$ cat src/rtl/imem_pkg.sv
// imem_pkg: shared defaults and FSM state encoding for the loadable instruction memory
package imem_pkg;
    localparam int DATA_W_DEF = 32;
    localparam logic [DATA_W_DEF-1:0] NOP_WORD_DEF = '0;
    typedef enum logic {RUN = 1'b0, LOAD = 1'b1} state_e;
endpackage

$ cat src/rtl/imem_loader.sv
// imem_loader: RUN/LOAD session FSM, write pointer and load_done pulse
//   clk, rst                -- clock, synchronous active-high reset
//   load_start, load_valid  -- session start / word strobe
//   run                     -- FSM is in RUN
//   we, waddr               -- memory write enable and word address
//   load_done               -- one-cycle pulse after the last word is written
module imem_loader import imem_pkg::*; #(
    parameter int DEPTH = 128
) (
    input  logic                     clk,
    input  logic                     rst,
    input  logic                     load_start,
    input  logic                     load_valid,
    output logic                     run,
    output logic                     we,
    output logic [$clog2(DEPTH)-1:0] waddr,
    output logic                     load_done
);
    localparam int AW = $clog2(DEPTH);
    state_e state_q, state_d;
    logic [AW-1:0] ptr_q, ptr_d;
    logic done_q, done_d;
    always_comb begin
        state_d = state_q;
        ptr_d   = ptr_q;
        done_d  = 1'b0;
        we      = 1'b0;
        if (load_start) begin
            state_d = LOAD;
            ptr_d   = '0;
        end else if (state_q == LOAD && load_valid) begin
            we    = 1'b1;
            ptr_d = ptr_q + 1'b1;
            // DEPTH is a power of two, so the last word has an all-ones pointer
            if (&ptr_q) begin
                state_d = RUN;
                done_d  = 1'b1;
            end
        end
    end
    always_ff @(posedge clk) begin
        if (rst) begin
            state_q <= RUN;
            ptr_q   <= '0;
            done_q  <= 1'b0;
        end else begin
            state_q <= state_d;
            ptr_q   <= ptr_d;
            done_q  <= done_d;
        end
    end
    assign run       = (state_q == RUN);
    assign waddr     = ptr_q;
    assign load_done = done_q;
endmodule

$ cat src/rtl/imem_loadable.sv
// imem_loadable: instruction memory with 1-cycle fetch port and program-load session
//   clk, rst                          -- clock, synchronous active-high reset
//   req, addr, stall                  -- fetch request, byte address, response hold
//   fetch_ready, resp_valid, inst     -- fetch status and response
//   fault                             -- address fault (only with IMEM_FAULT_EN)
//   load_start, load_valid, load_data -- program-load session inputs
//   load_done                         -- pulse after the last word is written
// Optional: define IMEM_FAULT_EN to flag misaligned / out-of-range fetches.
module imem_loadable import imem_pkg::*; #(
    parameter int                DATA_W   = DATA_W_DEF,
    parameter int                DEPTH    = 128,
    parameter int                ADDR_W   = 32,
    parameter logic [DATA_W-1:0] NOP_WORD = NOP_WORD_DEF
) (
    input  logic              clk,
    input  logic              rst,
    input  logic              req,
    input  logic [ADDR_W-1:0] addr,
    input  logic              stall,
    output logic              fetch_ready,
    output logic              resp_valid,
    output logic [DATA_W-1:0] inst,
    output logic              fault,
    input  logic              load_start,
    input  logic              load_valid,
    input  logic [DATA_W-1:0] load_data,
    output logic              load_done
);
    localparam int AW = $clog2(DEPTH);
    logic          run, we, bad;
    logic [AW-1:0] waddr, ridx;
    logic [DATA_W-1:0] rd;
    logic [DATA_W-1:0] mem_q [DEPTH] = '{default: NOP_WORD};
    logic              valid_q, valid_d, fault_q, fault_d;
    logic [DATA_W-1:0] inst_q, inst_d;
    imem_loader #(.DEPTH(DEPTH)) u_loader (
        .clk        (clk),
        .rst        (rst),
        .load_start (load_start),
        .load_valid (load_valid),
        .run        (run),
        .we         (we),
        .waddr      (waddr),
        .load_done  (load_done)
    );
    assign ridx = addr[AW+1:2];
`ifdef IMEM_FAULT_EN
    assign bad = (addr[1:0] != 2'b00) || (addr[ADDR_W-1:AW+2] != '0);
`else
    logic unused_addr;
    assign bad         = 1'b0;
    assign unused_addr = ^{addr[1:0], addr[ADDR_W-1:AW+2]};
`endif
    assign rd = bad ? NOP_WORD : mem_q[ridx];
    // Memory is deliberately outside reset so a reset never loses a loaded program
    always_ff @(posedge clk) begin
        if (we) mem_q[waddr] <= load_data;
    end
    // A load session (entering or ongoing) drops fetches and overrides stall
    always_comb begin
        valid_d = valid_q;
        inst_d  = inst_q;
        fault_d = fault_q;
        if (!run || load_start) begin
            valid_d = 1'b0;
        end else if (!stall) begin
            valid_d = req;
            if (req) begin
                inst_d  = rd;
                fault_d = bad;
            end
        end
    end
    always_ff @(posedge clk) begin
        if (rst) begin
            valid_q <= 1'b0;
            inst_q  <= '0;
            fault_q <= 1'b0;
        end else begin
            valid_q <= valid_d;
            inst_q  <= inst_d;
            fault_q <= fault_d;
        end
    end
    assign fetch_ready = run;
    assign resp_valid  = valid_q;
    assign inst        = inst_q;
    assign fault       = fault_q;
endmodule
$ cat config.mk
export PLATFORM = sky130hd
export DESIGN_NAME = imem_loadable
export DESIGN_NICKNAME = d
export VERILOG_FILES = /design/src/rtl/imem_pkg.sv /design/src/rtl/imem_loader.sv /design/src/rtl/imem_loadable.sv
export SDC_FILE = /design/constraint.sdc
export NUM_CORES = 2
export LEC_CHECK = 0
export ABC_AREA = 1
export CAP_MARGIN = 30
export CORE_MARGIN = 2
export CORE_UTILIZATION = 57
export DETAILED_ROUTE_END_ITERATION = 12
export DONT_BUFFER_PORTS = 1
export PLACE_DENSITY_LB_ADDON = 0.1
export SLEW_MARGIN = 5
export SYNTH_ARGS = -nofsm -noshare
export SYNTH_HDL_FRONTEND = slang
export SYNTH_SLANG_ARGS = --single-unit
$ cat constraint.sdc
create_clock -name clk -period 4.8 [get_ports clk]
set_input_delay 1.2 -clock clk [delete_from_list [all_inputs] [get_ports clk]]
set_output_delay 1.2 -clock clk [all_outputs]
set_load 0.02 [all_outputs]
==> load_flow_metrics.sql <==
INSERT INTO impl_metrics (metric_group, metric, value, unit) VALUES
('pwr', 'peakVddDrop', '0.370', 'mV'),
('logic_synthesis', 'synth.lib_cells_used.distinct', '24', ''),
('detailed_routing', 'route.vias.total', '108000', ''),
('logic_synthesis', 'synth-seq-cells', '4138', ''),
('final_layout', 'instances_no_fill', '17700', ''),
('pwr', 'seqPwrFrac', '52.7', '%'),
('placed_design', 'pre_cts_ws', '630', 'ps'),
('sta', 'hold_fails_final_rpt', '0', ''),
('sta', 'worst-slew-pin-transition', '1460', 'ps'),
('clock_network', 'cts_setup_buffers', '0', ''),
('final_layout', 'layout_cell_share_with_drive_strength_beyond_1', '7.74', '%'),
('logic_synthesis', 'most_area_consuming_cells_after_synthesis', 'sky130_fd_sc_hd__edfxtp_1 74%, sky130_fd_sc_hd__nand3_1 12%, sky130_fd_sc_hd__nand2_1 9.4%', ''),
('sta', 'max_freq', '227', 'MHz'),
('detailed_routing', 'antenna_nets_post_route', '0', ''),
('global_routing', 'met1_grt_util', '43.8', '%'),
('placed_design', 'port_buffers', '0', ''),
('global_routing', 'global_route.overflow_total', '0', ''),
('setup_path', 'worst_ep_required_time', '5700', 'ps'),
('global_routing', 'first_global_vias', '102000', ''),
('placed_design', 'gp_routability_congestion', '0.941', ''),
('clock_network', 'clock-sinks', '4138', ''),
('final_layout', 'post-route-util', '63.3', '%'),
('clock_network', 'cts_max_level', '5', ''),
('clock_network', 'cts_buffers', '415', ''),
('logic_synthesis', 'synthMostInstantiatedCell', 'sky130_fd_sc_hd__nand2_1', ''),
('detailed_routing', 'vias_per_cell', '6.14', ''),
('logic_synthesis', 'synth_top_area_cell', 'sky130_fd_sc_hd__edfxtp_1', ''),
('logic_synthesis', 'synth.top_cell.area_share', '73.8', '%'),
('logic_synthesis', 'syn-cell-area', '0.167', 'mm²'),
('global_routing', 'grt_first_pass_wirelength', '682000', 'µm'),
('detailed_routing', 'first_pass_iters', '7', ''),
('setup_path', 'worstSetupEndpointType', 'flip-flop', ''),
('logic_synthesis', 'number_of_nets_in_the_synthesized_netlist', '13600', ''),
('global_routing', 'global_route.usage.met3', '5.56', '%'),
('detailed_routing', 'drcViolationCount', '0', ''),
('outcome', 'outcome', 'completed', ''),
('logic_synthesis', 'yosys_warnings', '0', ''),
('sta', 'post-route-worst-setup-slack', '404', 'ps'),
('logic_synthesis', 'avgSynthCellArea', '12.3', 'µm²'),
('clock_network', 'maximum_clock_path_buffer_count', '4', ''),
('logic_synthesis', 'synth-edff-count', '4096', ''),
('die', 'floorplan.die_area', '0.297', 'mm²'),
('placed_design', 'dp.final_hpwl', '241000', 'µm'),
('pwr', 'switching_power', '16.3', 'mW'),
('logic_synthesis', 'netlist_top_cells_count', '4150 x sky130_fd_sc_hd__nand2_1, 4096 x sky130_fd_sc_hd__edfxtp_1, 4065 x sky130_fd_sc_hd__nand3_1', ''),
('pwr', 'internal_power', '59.2', 'mW'),
('sta', 'min_hold_slack', '315', 'ps'),
('clock_network', 'ctsRootBufferMaster', 'sky130_fd_sc_hd__clkbuf_16', ''),
('sta', 'setup_violating_endpoint_count_in_the_final_report', '0', ''),
('clock_network', 'hold_buf_count_cts', '0', ''),
('pwr', 'total_leakage_power', '63.7', 'nW'),
('die', 'floorplan.initialDensity', '57.3', '%'),
('sta', 'finalMaxSlewViolations', '0', ''),
('final_layout', 'area_growth_syn_to_layout', '10.4', '%'),
('global_routing', 'grt_start_max_net_pins', '1026', ''),
('sta', 'timing.max_slew.rel_slack', '2.63', '%'),
('pwr', 'power.share.clock', '42.7', '%'),
('global_routing', 'grt_antenna_before_repair', '14', ''),
('pwr', 'netSwitchingFraction', '21.6', '%'),
('logic_synthesis', 'post_synth_inst_count', '13600', ''),
('global_routing', 'globalRouteTotalUtil', '31.5', '%'),
('clock_network', 'ctsResizeCount', '0', ''),
('die', 'ios', '106', ''),
('sta', 'rsz0062_at_grt', 'no', ''),
('die', 'chipWidth', '545', 'µm'),
('hold_path', 'hold_path.class', 'primary input to flip-flop', ''),
('sta', 'fin_crit_sh', '91.6', '%'),
('job', 'drv_cap', '0', ''),
('setup_path', 'worst_path_max_fanout', '223', ''),
('clock_network', 'clkSlewWorstSetupHoldPaths', '60', 'ps'),
('die', 'core.rowCount', '198', '');
==> layer usage <==
metal	vias to the layer above	routed length, µm
li1	48200	-
met1	53700	185000
met2	5590	219000
met3	871	46200
met4	4	22200
met5	-	25
==> kinds of logic (layout without fill, tap and decap cells) <==
logic type	Yosys count	after routing	synth area share [%]
DFF	4138	4138	74.3
AOI/OAI and AO/OA	11	11	0.0383
and+or+nand+nor	8436	8436	22.1
adders and majority gates	1	1	0.00751
buffers and inverters	978	1152	3.54
other	1	13	0.00225
==> cell type report <==
type,count,area (µm²),area share (%)
flip-flops and latches,4138,124000,67.3
multi-input cells,8449,37800,20.6
clock buffers,510,10900,5.95
well taps,3900,4880,2.65
repair buffers,340,3610,1.96
clock inverters,244,2560,1.39
inverters,58,268,0.146
diodes,12,30.0,0.0163
==> power groups by stage <==
stage / Combinational (mW) / Sequential, mW / Clock (mW)
after CTS: 3.28 / 39.7 / 32.5
after detailed placement: 3.27 / 40.5 / 0
after global placement: 3.21 / 40.5 / 0
after global routing: 3.79 / 39.7 / 34.0
final: 3.53 / 39.7 / 32.2
after floorplan: 2.44 / 40.5 / 0
==> cells in the final DEF (no fill, tap or decap), drive strengths merged <==
cell,netlist,layout
diode,0,12
buf,818,340
a21oi,4,4
a2111oi,2,2
nor4,3,3
a31oi,1,1
dfxtp,42,42
nor3,3,3
inv,58,64
o21ai,4,4
nand2,4150,4150
nor2,208,208
bufinv,0,43
conb,1,1
ha,1,1
clkinv,0,175
clkinvlp,0,20
edfxtp,4096,4096
nand4,7,7
clkbuf,102,510
nand3,4065,4065
==> registers in the layout, summed over array words and instances, names as in the netlist <==
| signal | flops |
|---|---|
| mem_q | 4096 |
| inst | 32 |
| u_loader.waddr | 7 |
| resp_valid | 1 |
| u_loader.load_done | 1 |
| u_loader.state_q | 1 |
==> through the flow <==
stage | power (mW) | instance area (µm²)
floorplan | 42.9 | 167000
global placement | 43.7 | 170000
detailed placement | 43.8 | 170000
CTS | 75.5 | 184000
global route | 77.5 | 184000
finish | 75.5 | 184000
==> path summary, 6_finish.rpt <==
| check | from | endpoint | slack, ps | cells after the start |
|---|---|---|---|---|
| worst max register to register | u_loader.state_q | mem_q[88][9] | 1220 | 7 |
| worst max-delay path | addr[3] | inst[5] | 400 | 13 |
| worst min register to register | u_loader.waddr[3] | u_loader.waddr[3] | 540 | 2 |
| worst min-delay path | rst | resp_valid | 310 | 1 |
==> worst max-delay path: stages <==
cell                      delay [ps]
sky130_fd_sc_hd__buf_16          630
sky130_fd_sc_hd__buf_16          550
sky130_fd_sc_hd__inv_16          210
sky130_fd_sc_hd__buf_12          280
sky130_fd_sc_hd__nand3_1         100
sky130_fd_sc_hd__nand3_1          70
sky130_fd_sc_hd__nand3_1         230
sky130_fd_sc_hd__nand3_1         350
sky130_fd_sc_hd__nand3_1         480
sky130_fd_sc_hd__nand3_1         220
sky130_fd_sc_hd__nand3_1         210
sky130_fd_sc_hd__nand2_1          80
sky130_fd_sc_hd__inv_1            50
Note: power is estimated with default switching activity, not from simulation.
